File: src/rtl/bcd_pkg.sv
// rtl/bcd_pkg.sv - shared BCD digit type, limits and clamp helper
package bcd_pkg;

  typedef logic [3:0] bcd_t;

  localparam bcd_t BCD_MAX = 4'd9;
  localparam bcd_t BCD_MIN = 4'd0;

  function automatic bcd_t bcd_clamp(input bcd_t v);
    return (v > BCD_MAX) ? BCD_MAX : v;
  endfunction

endpackage

File: src/rtl/bcd_digit.sv
// rtl/bcd_digit.sv - one BCD up/down digit with load, step and terminal-count out
module bcd_digit
  import bcd_pkg::*;
(
  input  logic CLOCK_50,
  input  logic reset,
  input  logic step,
  input  logic up,
  input  logic load,
  input  bcd_t d,
  output bcd_t q,
  output logic co
);

  bcd_t q_next;

  // co reports the terminal digit for the current direction; callers gate it with their step
  assign co = up ? (q >= BCD_MAX) : (q == BCD_MIN);

  always_comb begin
    q_next = q;
    if (load) begin
      q_next = bcd_clamp(d);
    end else if (step) begin
      if (up) begin
        q_next = (q >= BCD_MAX) ? BCD_MIN : q + 4'd1;
      end else begin
        q_next = (q == BCD_MIN) ? BCD_MAX : bcd_clamp(q - 4'd1);
      end
    end
  end

  always_ff @(posedge CLOCK_50 or posedge reset) begin
    if (reset) begin
      q <= BCD_MIN;
    end else begin
      q <= q_next;
    end
  end

endmodule

File: src/rtl/bcd_counter_2dig.sv
// rtl/bcd_counter_2dig.sv - two-digit BCD up/down counter with prescaler, load and wrap pulse
module bcd_counter_2dig
  import bcd_pkg::*;
#(
  parameter int DIV = 50_000_000,
  parameter int PW  = 26
) (
  input  logic       CLOCK_50,
  input  logic       reset,
  input  logic       en,
  input  logic       up,
  input  logic       load,
  input  logic [7:0] load_val,
  output logic [3:0] BCD1,
  output logic [3:0] BCD0,
  output logic       wrap
);

  localparam logic [PW-1:0] PRE_LAST = PW'(DIV - 1);

  logic [PW-1:0] pre;
  logic          tick;
  logic          units_co;
  logic          tens_co;
  logic          tens_step;

  // load has priority, so a tick coinciding with a load is discarded
  assign tick      = en & ~load & (pre == PRE_LAST);
  assign tens_step = tick & units_co;

  always_ff @(posedge CLOCK_50 or posedge reset) begin
    if (reset) begin
      pre <= '0;
    end else if (load) begin
      pre <= '0;
    end else if (en) begin
      pre <= (pre == PRE_LAST) ? '0 : pre + 1'b1;
    end
  end

  bcd_digit u_units (
    .CLOCK_50 (CLOCK_50),
    .reset    (reset),
    .step     (tick),
    .up       (up),
    .load     (load),
    .d        (load_val[3:0]),
    .q        (BCD0),
    .co       (units_co)
  );

  bcd_digit u_tens (
    .CLOCK_50 (CLOCK_50),
    .reset    (reset),
    .step     (tens_step),
    .up       (up),
    .load     (load),
    .d        (load_val[7:4]),
    .q        (BCD1),
    .co       (tens_co)
  );

  always_ff @(posedge CLOCK_50 or posedge reset) begin
    if (reset) begin
      wrap <= 1'b0;
    end else begin
      wrap <= tens_step & tens_co;
    end
  end

endmodule

File: config.mk
export PLATFORM = sky130hd
export DESIGN_NAME = bcd_counter_2dig
export DESIGN_NICKNAME = d
export VERILOG_FILES = /design/src/rtl/bcd_pkg.sv /design/src/rtl/bcd_digit.sv /design/src/rtl/bcd_counter_2dig.sv
export SDC_FILE = /design/constraint.sdc
export NUM_CORES = 1
export LEC_CHECK = 0
export ABC_AREA = 1
export BUFFER_PORTS_ARGS = -buffer_cell sky130_fd_sc_hd__buf_2
export CAP_MARGIN = 20
export CELL_PAD_IN_SITES_DETAIL_PLACEMENT = 0
export CELL_PAD_IN_SITES_GLOBAL_PLACEMENT = 2
export CORE_UTILIZATION = 30
export CTS_CLUSTER_SIZE = 10
export DETAILED_ROUTE_END_ITERATION = 8
export GPL_TIMING_DRIVEN = 0
export PLACE_DENSITY_LB_ADDON = 0.3
export SLEW_MARGIN = 40
export SYNTH_ARGS = -nofsm -noshare
export SYNTH_HDL_FRONTEND = slang
export SYNTH_SLANG_ARGS = --single-unit
File: constraint.sdc
create_clock -name CLOCK_50 -period 2.3 [get_ports CLOCK_50]
set_input_delay 0.345 -clock CLOCK_50 [delete_from_list [all_inputs] [get_ports CLOCK_50]]
set_output_delay 0.345 -clock CLOCK_50 [all_outputs]
set_load 0.01 [all_outputs]
### After elaboration in Yosys (flattened, before gate mapping)

Index checks and enable logic that the tools add are counted.

| storage, ports and cells | value |
|---|---|
| register bits | 35 |
| input bits | 13 |
| output and inout bits | 9 |
| logic and storage cells | 45 |

| cells by class | value |
|---|---|
| add/subtract/negate cells | 5 |
| order comparisons | 6 |
| equality and inequality tests | 1 |
| mux-type cells | 19 |
| bitwise logic cells | 5 |
| reductions and logical operators | 5 |

Operators with widths:

| cell | count |
|---|---|
| 26-bit two-way mux | 3 |
| 4-bit two-way mux | 14 |
| 26-bit by 1-bit adder with 26-bit output, second input constant | 1 |
| 26-bit equality test, second input constant | 1 |
| 4-bit greater-than comparator, second input constant | 4 |
| 4-bit by 1-bit adder with 4-bit output, second input constant | 2 |
| 4-bit >= comparator, second input constant | 2 |
| 4-bit zero test | 2 |
| 4-bit by 1-bit subtractor with 4-bit output, second input constant | 2 |
| 2-bit nonzero test | 3 |
| 1-bit AND | 4 |
| 1-bit two-way mux | 2 |
| 1-bit inverter | 1 |

### Depth between registers and ports, before layout

| depth | value |
|---|---|
| depth in word-level cells | 7 |
| depth in mapped cells | 12 |

### By module

From an unflattened synthesis, not the netlist that was laid out.

| second synthesis, totals | value |
|---|---|
| cell total of the unflattened synthesis | 391 |
| area, all modules | 2,647.5 µm² |

Modules (own cells, without submodules):

| module | times used | cells an instance | area each (µm²) |
|---|---|---|---|
| bcd_counter_2dig | 1 | 245 | 1,744.2 |
| bcd_digit | 2 | 73 | 451.7 |

### Least setup slack after synthesis

No wires, ideal clock.

| path | value |
|---|---|
| path kind | register to register |
| from | register u_units.q[0] |
| to | register u_tens.q[0] |
| data arrival time | 1.570 ns |
| required time | 2.183 ns |
| path slack | 0.613 ns |
| stages on the path, launching flop included | 10 |
| buffers on the path | 0 |
| cells stage by stage | dfrtp_1 inv_1 ha_1 nand2_1 o21ai_0 a21oi_1 nand3_2 nand2_2 nand2_1 nand2_1 |

| between the ends | value |
|---|---|
| word-level cells in the longest chain between the ends | 4 |
| elaborated cells on any way between the ends | 5 |

Ends and longest elaborated chain:

| element | line | RTL |
|---|---|---|
| start, declared | bcd_digit.sv:11 | `output bcd_t q,` |
| start signal, assigned | bcd_digit.sv:37 | `q <= q_next;` |
| 4-bit >= comparator or 4-bit zero test (tied branches) | bcd_digit.sv:18 | `assign co = up ? (q >= BCD_MAX) : (q == BCD_MIN);` |
| 1-bit two-way mux * | bcd_digit.sv:18 |  |
| 1-bit AND * | bcd_counter_2dig.sv:29 | `assign tens_step = tick & units_co;` |
| 2-bit nonzero test (no source line) * | - |  |
| end signal, assigned | bcd_digit.sv:37 |  |
| end, declared | bcd_digit.sv:11 |  |

Every way passes the cells marked *; elsewhere a longest branch is shown, timed or not.
A chain may end at the register's enable or synchronous reset.

### Worst setup path after layout

Same ends and word-level chain as after synthesis.

==> impl_metrics.ini <==
[logic_synthesis]
synth.lib_cells_used.distinct = 28
post-synth-top-area-cell = sky130_fd_sc_hd__dfrtp_1
main_synth_ff_type = sky130_fd_sc_hd__dfrtp_1
yosysWarningCount = 0
yosys-top-cells-area = sky130_fd_sc_hd__dfrtp_1 32%, sky130_fd_sc_hd__nand2_1 19%, sky130_fd_sc_hd__nand3_1 9.5%
syn-instance-count = 416
edff_count_synth = 0
synth_seq_area_share = 0.325
yosys-top-cells-count = 135 x sky130_fd_sc_hd__nand2_1, 54 x sky130_fd_sc_hd__inv_1, 51 x sky130_fd_sc_hd__nand3_1, 39 x sky130_fd_sc_hd__nor2_1, 35 x sky130_fd_sc_hd__dfrtp_1
yosysMostFrequentCell = sky130_fd_sc_hd__nand2_1
synthesis.area_sq_um = 2700
number_of_register_bits_inferred_by_synthesis = 35
syn_nets = 440
mean_cell_area_of_the_mapped_netlist_sq_um = 6.48
synth.top_cell.area_share = 0.325
asyncSetResetFlopFracSynth = 1.00

[timing]
worst_slack_ns = 0.331
slew_violations = 0
layout_min_cycle_time_ns = 1.97
slew_headroom = 0.619
setup_violations = 0
max_clock_freq_ghz = 0.508
fin_crit_sh = 0.856
finalSetupTns_ns = 0
timing_worst_slew_pin_value_ns = 0.571
worst_clock_skew_ns = 0.00420
timing_hold_violations_final = 0
rsz0062_at_grt = false
timing.hold.ws_ns = 0.0589

[place]
dpl.hpwl_um = 5690
place_ws_ns = 0.326
place.port_buffers = 20
placer_congestion = 0.787
place_area_sq_um = 2960
place_inst = 545

[clock_network]
cts_repair_resize_count = 0
clock_latency_ns = 0.29
cts.sinks = 35
cts_setup_buffers = 0
cts_hold_buffers = 0
clk_root_buffer_cell = sky130_fd_sc_hd__clkbuf_8
tritoncts = yes
worst_setup_hold_path_clk_slew_ns = 0.07
clock_path_buffers = 2
cts_htree_levels = 2
tritoncts.num_buffers = 5

[drt]
drt-pass1-iter-count = 5
drt_first_iter_violations = 106
vias = 2550
remaining_drc_errors = 0
ant_nets = 0
wl_per_cell_um = 13.0
drt_wl_total_um = 7180
vias_per_cell = 4.62

[run_status]
result_of_the_run = finished, final reports clean

[die]
dieArea_sq_um = 9370
floorplan.initialDensity = 0.309
chipWidth_um = 96.8
rows = 34
die_y_um = 96.8
core_region_area_sq_um = 8720
i_o_pins = 22

[global_routing]
grt_remaining_overflow = 0
grt_pass1_vias = 2444
largest_net_degree_at_the_start_of_global_routing = 19
antenna_found_initial = 0
grtUsageTotal = 0.160
wire_length_of_the_first_global_routing_pass_um = 12000

[layout]
layout.nets = 468
finish.cell_count_without_fillers = 552
finish.instance_area_sq_um = 3050
multi_input_comb_area_sq_um = 1570
share_of_post_route_cells_with_drive_strength_above_1 = 0.110
fill_cell_instance_count_of_the_final_layout = 965
layout-area-overhead-vs-synth_pct = 13.0
seqCellArea_sq_um = 876
num_antenna_cells = 0

[pwr]
total_leakage_power_nw = 1.43
vdd_drop_max_mv = 0.223
pwr_density_cell_nw_per_um2 = 525

[critical_path]
critPathLaunchType = flip-flop
crit_chain = inv_1 > ha_1 > nand2_1 > o21ai_0 > a21oi_1 > nand3_2 > nand2_2 > nand2_1 > nand2_1
critPathMostFrequentCell = sky130_fd_sc_hd__nand2_1
critical_path_required_ns = 2.49
crit_path_max_incr_delay_ns = 0.45
critPathMaxFanout = 7
worst_r2r_dst = u_tens.q[0]
timing.setup.critical_path_class = reg -> reg
worst-r2r-setup-slack_ns = 0.33
rr_worst_depth = 9
critPathLaunch = u_units.q[0]
timing.rr.start = u_units.q[0]
worstPathArrival_ns = 2.15
setup.worst_path.end_class = flip-flop
worst_path_max_delay_cell = sky130_fd_sc_hd__dfrtp_1

[worst_hold_path]
hold_path_class = in -> async

[flow_run]
max-cap-violations = 0
## cell families (layout without fill, tap and decap cells)
family	count (synthesis)	count (layout)	share of synthesized area
xor+xnor	14	14	0.0455
buf+inv	63	91	0.0938
fa+ha+maj	11	11	0.0511
simple gates	255	255	0.409
flops	35	35	0.325
compound gates	38	38	0.0752
## cell type report
cell class / count / share of cell area
timing repair buffer: 21 / 0.0419
clock inverter: 1 / 0.00164
buffer: 7 / 0.0140
clock buffer: 6 / 0.0271
sequential: 35 / 0.288
multi-input combinational: 318 / 0.514
inverter: 56 / 0.0690
tap: 108 / 0.0444
## placed cells by master, fill, tap and decap left out, types with 9 or more instances in the layout
cell	instances
sky130_fd_sc_hd__nand2_1	135
sky130_fd_sc_hd__inv_1	53
sky130_fd_sc_hd__nand3_1	51
sky130_fd_sc_hd__nor2_1	39
sky130_fd_sc_hd__dfrtp_1	35
sky130_fd_sc_hd__buf_2	21
sky130_fd_sc_hd__o21ai_0	17
sky130_fd_sc_hd__xor2_1	11
sky130_fd_sc_hd__ha_1	11
sky130_fd_sc_hd__nor3_1	9
sky130_fd_sc_hd__a21oi_1	9
## worst max-delay path, delay by kind of cell (launching register included)
kind            cells  cell delay, ns
compound gates      2            0.56
flops               1            0.45
simple gates        5            0.44
fa+ha+maj           1            0.23
buf+inv             1            0.18
## report_power, final
group	switching [W]	total (W)	internal [W]
Combinational	0.000273	0.000436	0.000163
Sequential	0.0000467	0.000690	0.000643
Clock	0.000236	0.000472	0.000235
## registers in the layout, indices dropped and copies added (netlist names)
signal	cells
pre	26
u_tens.q	4
u_units.q	4
wrap	1
## per-layer routing
metal  GRT usage  wire length, um
met1       0.212             3510
met2       0.272             3410
met5           0                0
met3      0.0246              178
met4      0.0379               80
## metrics by stage
stage	power, W	utilization
2_1_floorplan	0.00101	-
3_3_place_gp	0.00114	0.336
3_5_place_dp	0.00115	0.339
4_1_cts	0.00162	0.349
5_1_grt	0.00171	0.349
6_report	0.00160	0.349
## worst max-delay path by stage
stage             endpoint  cells after the start
2_1_floorplan  u_tens.q[0]                      9
3_3_place_gp       pre[19]                      9
3_5_place_dp   u_tens.q[0]                      9
4_1_cts        u_tens.q[0]                      9
5_1_grt        u_tens.q[0]                      9
6_report       u_tens.q[0]                      9
No activity file was read; power rests on OpenSTA's default activity.
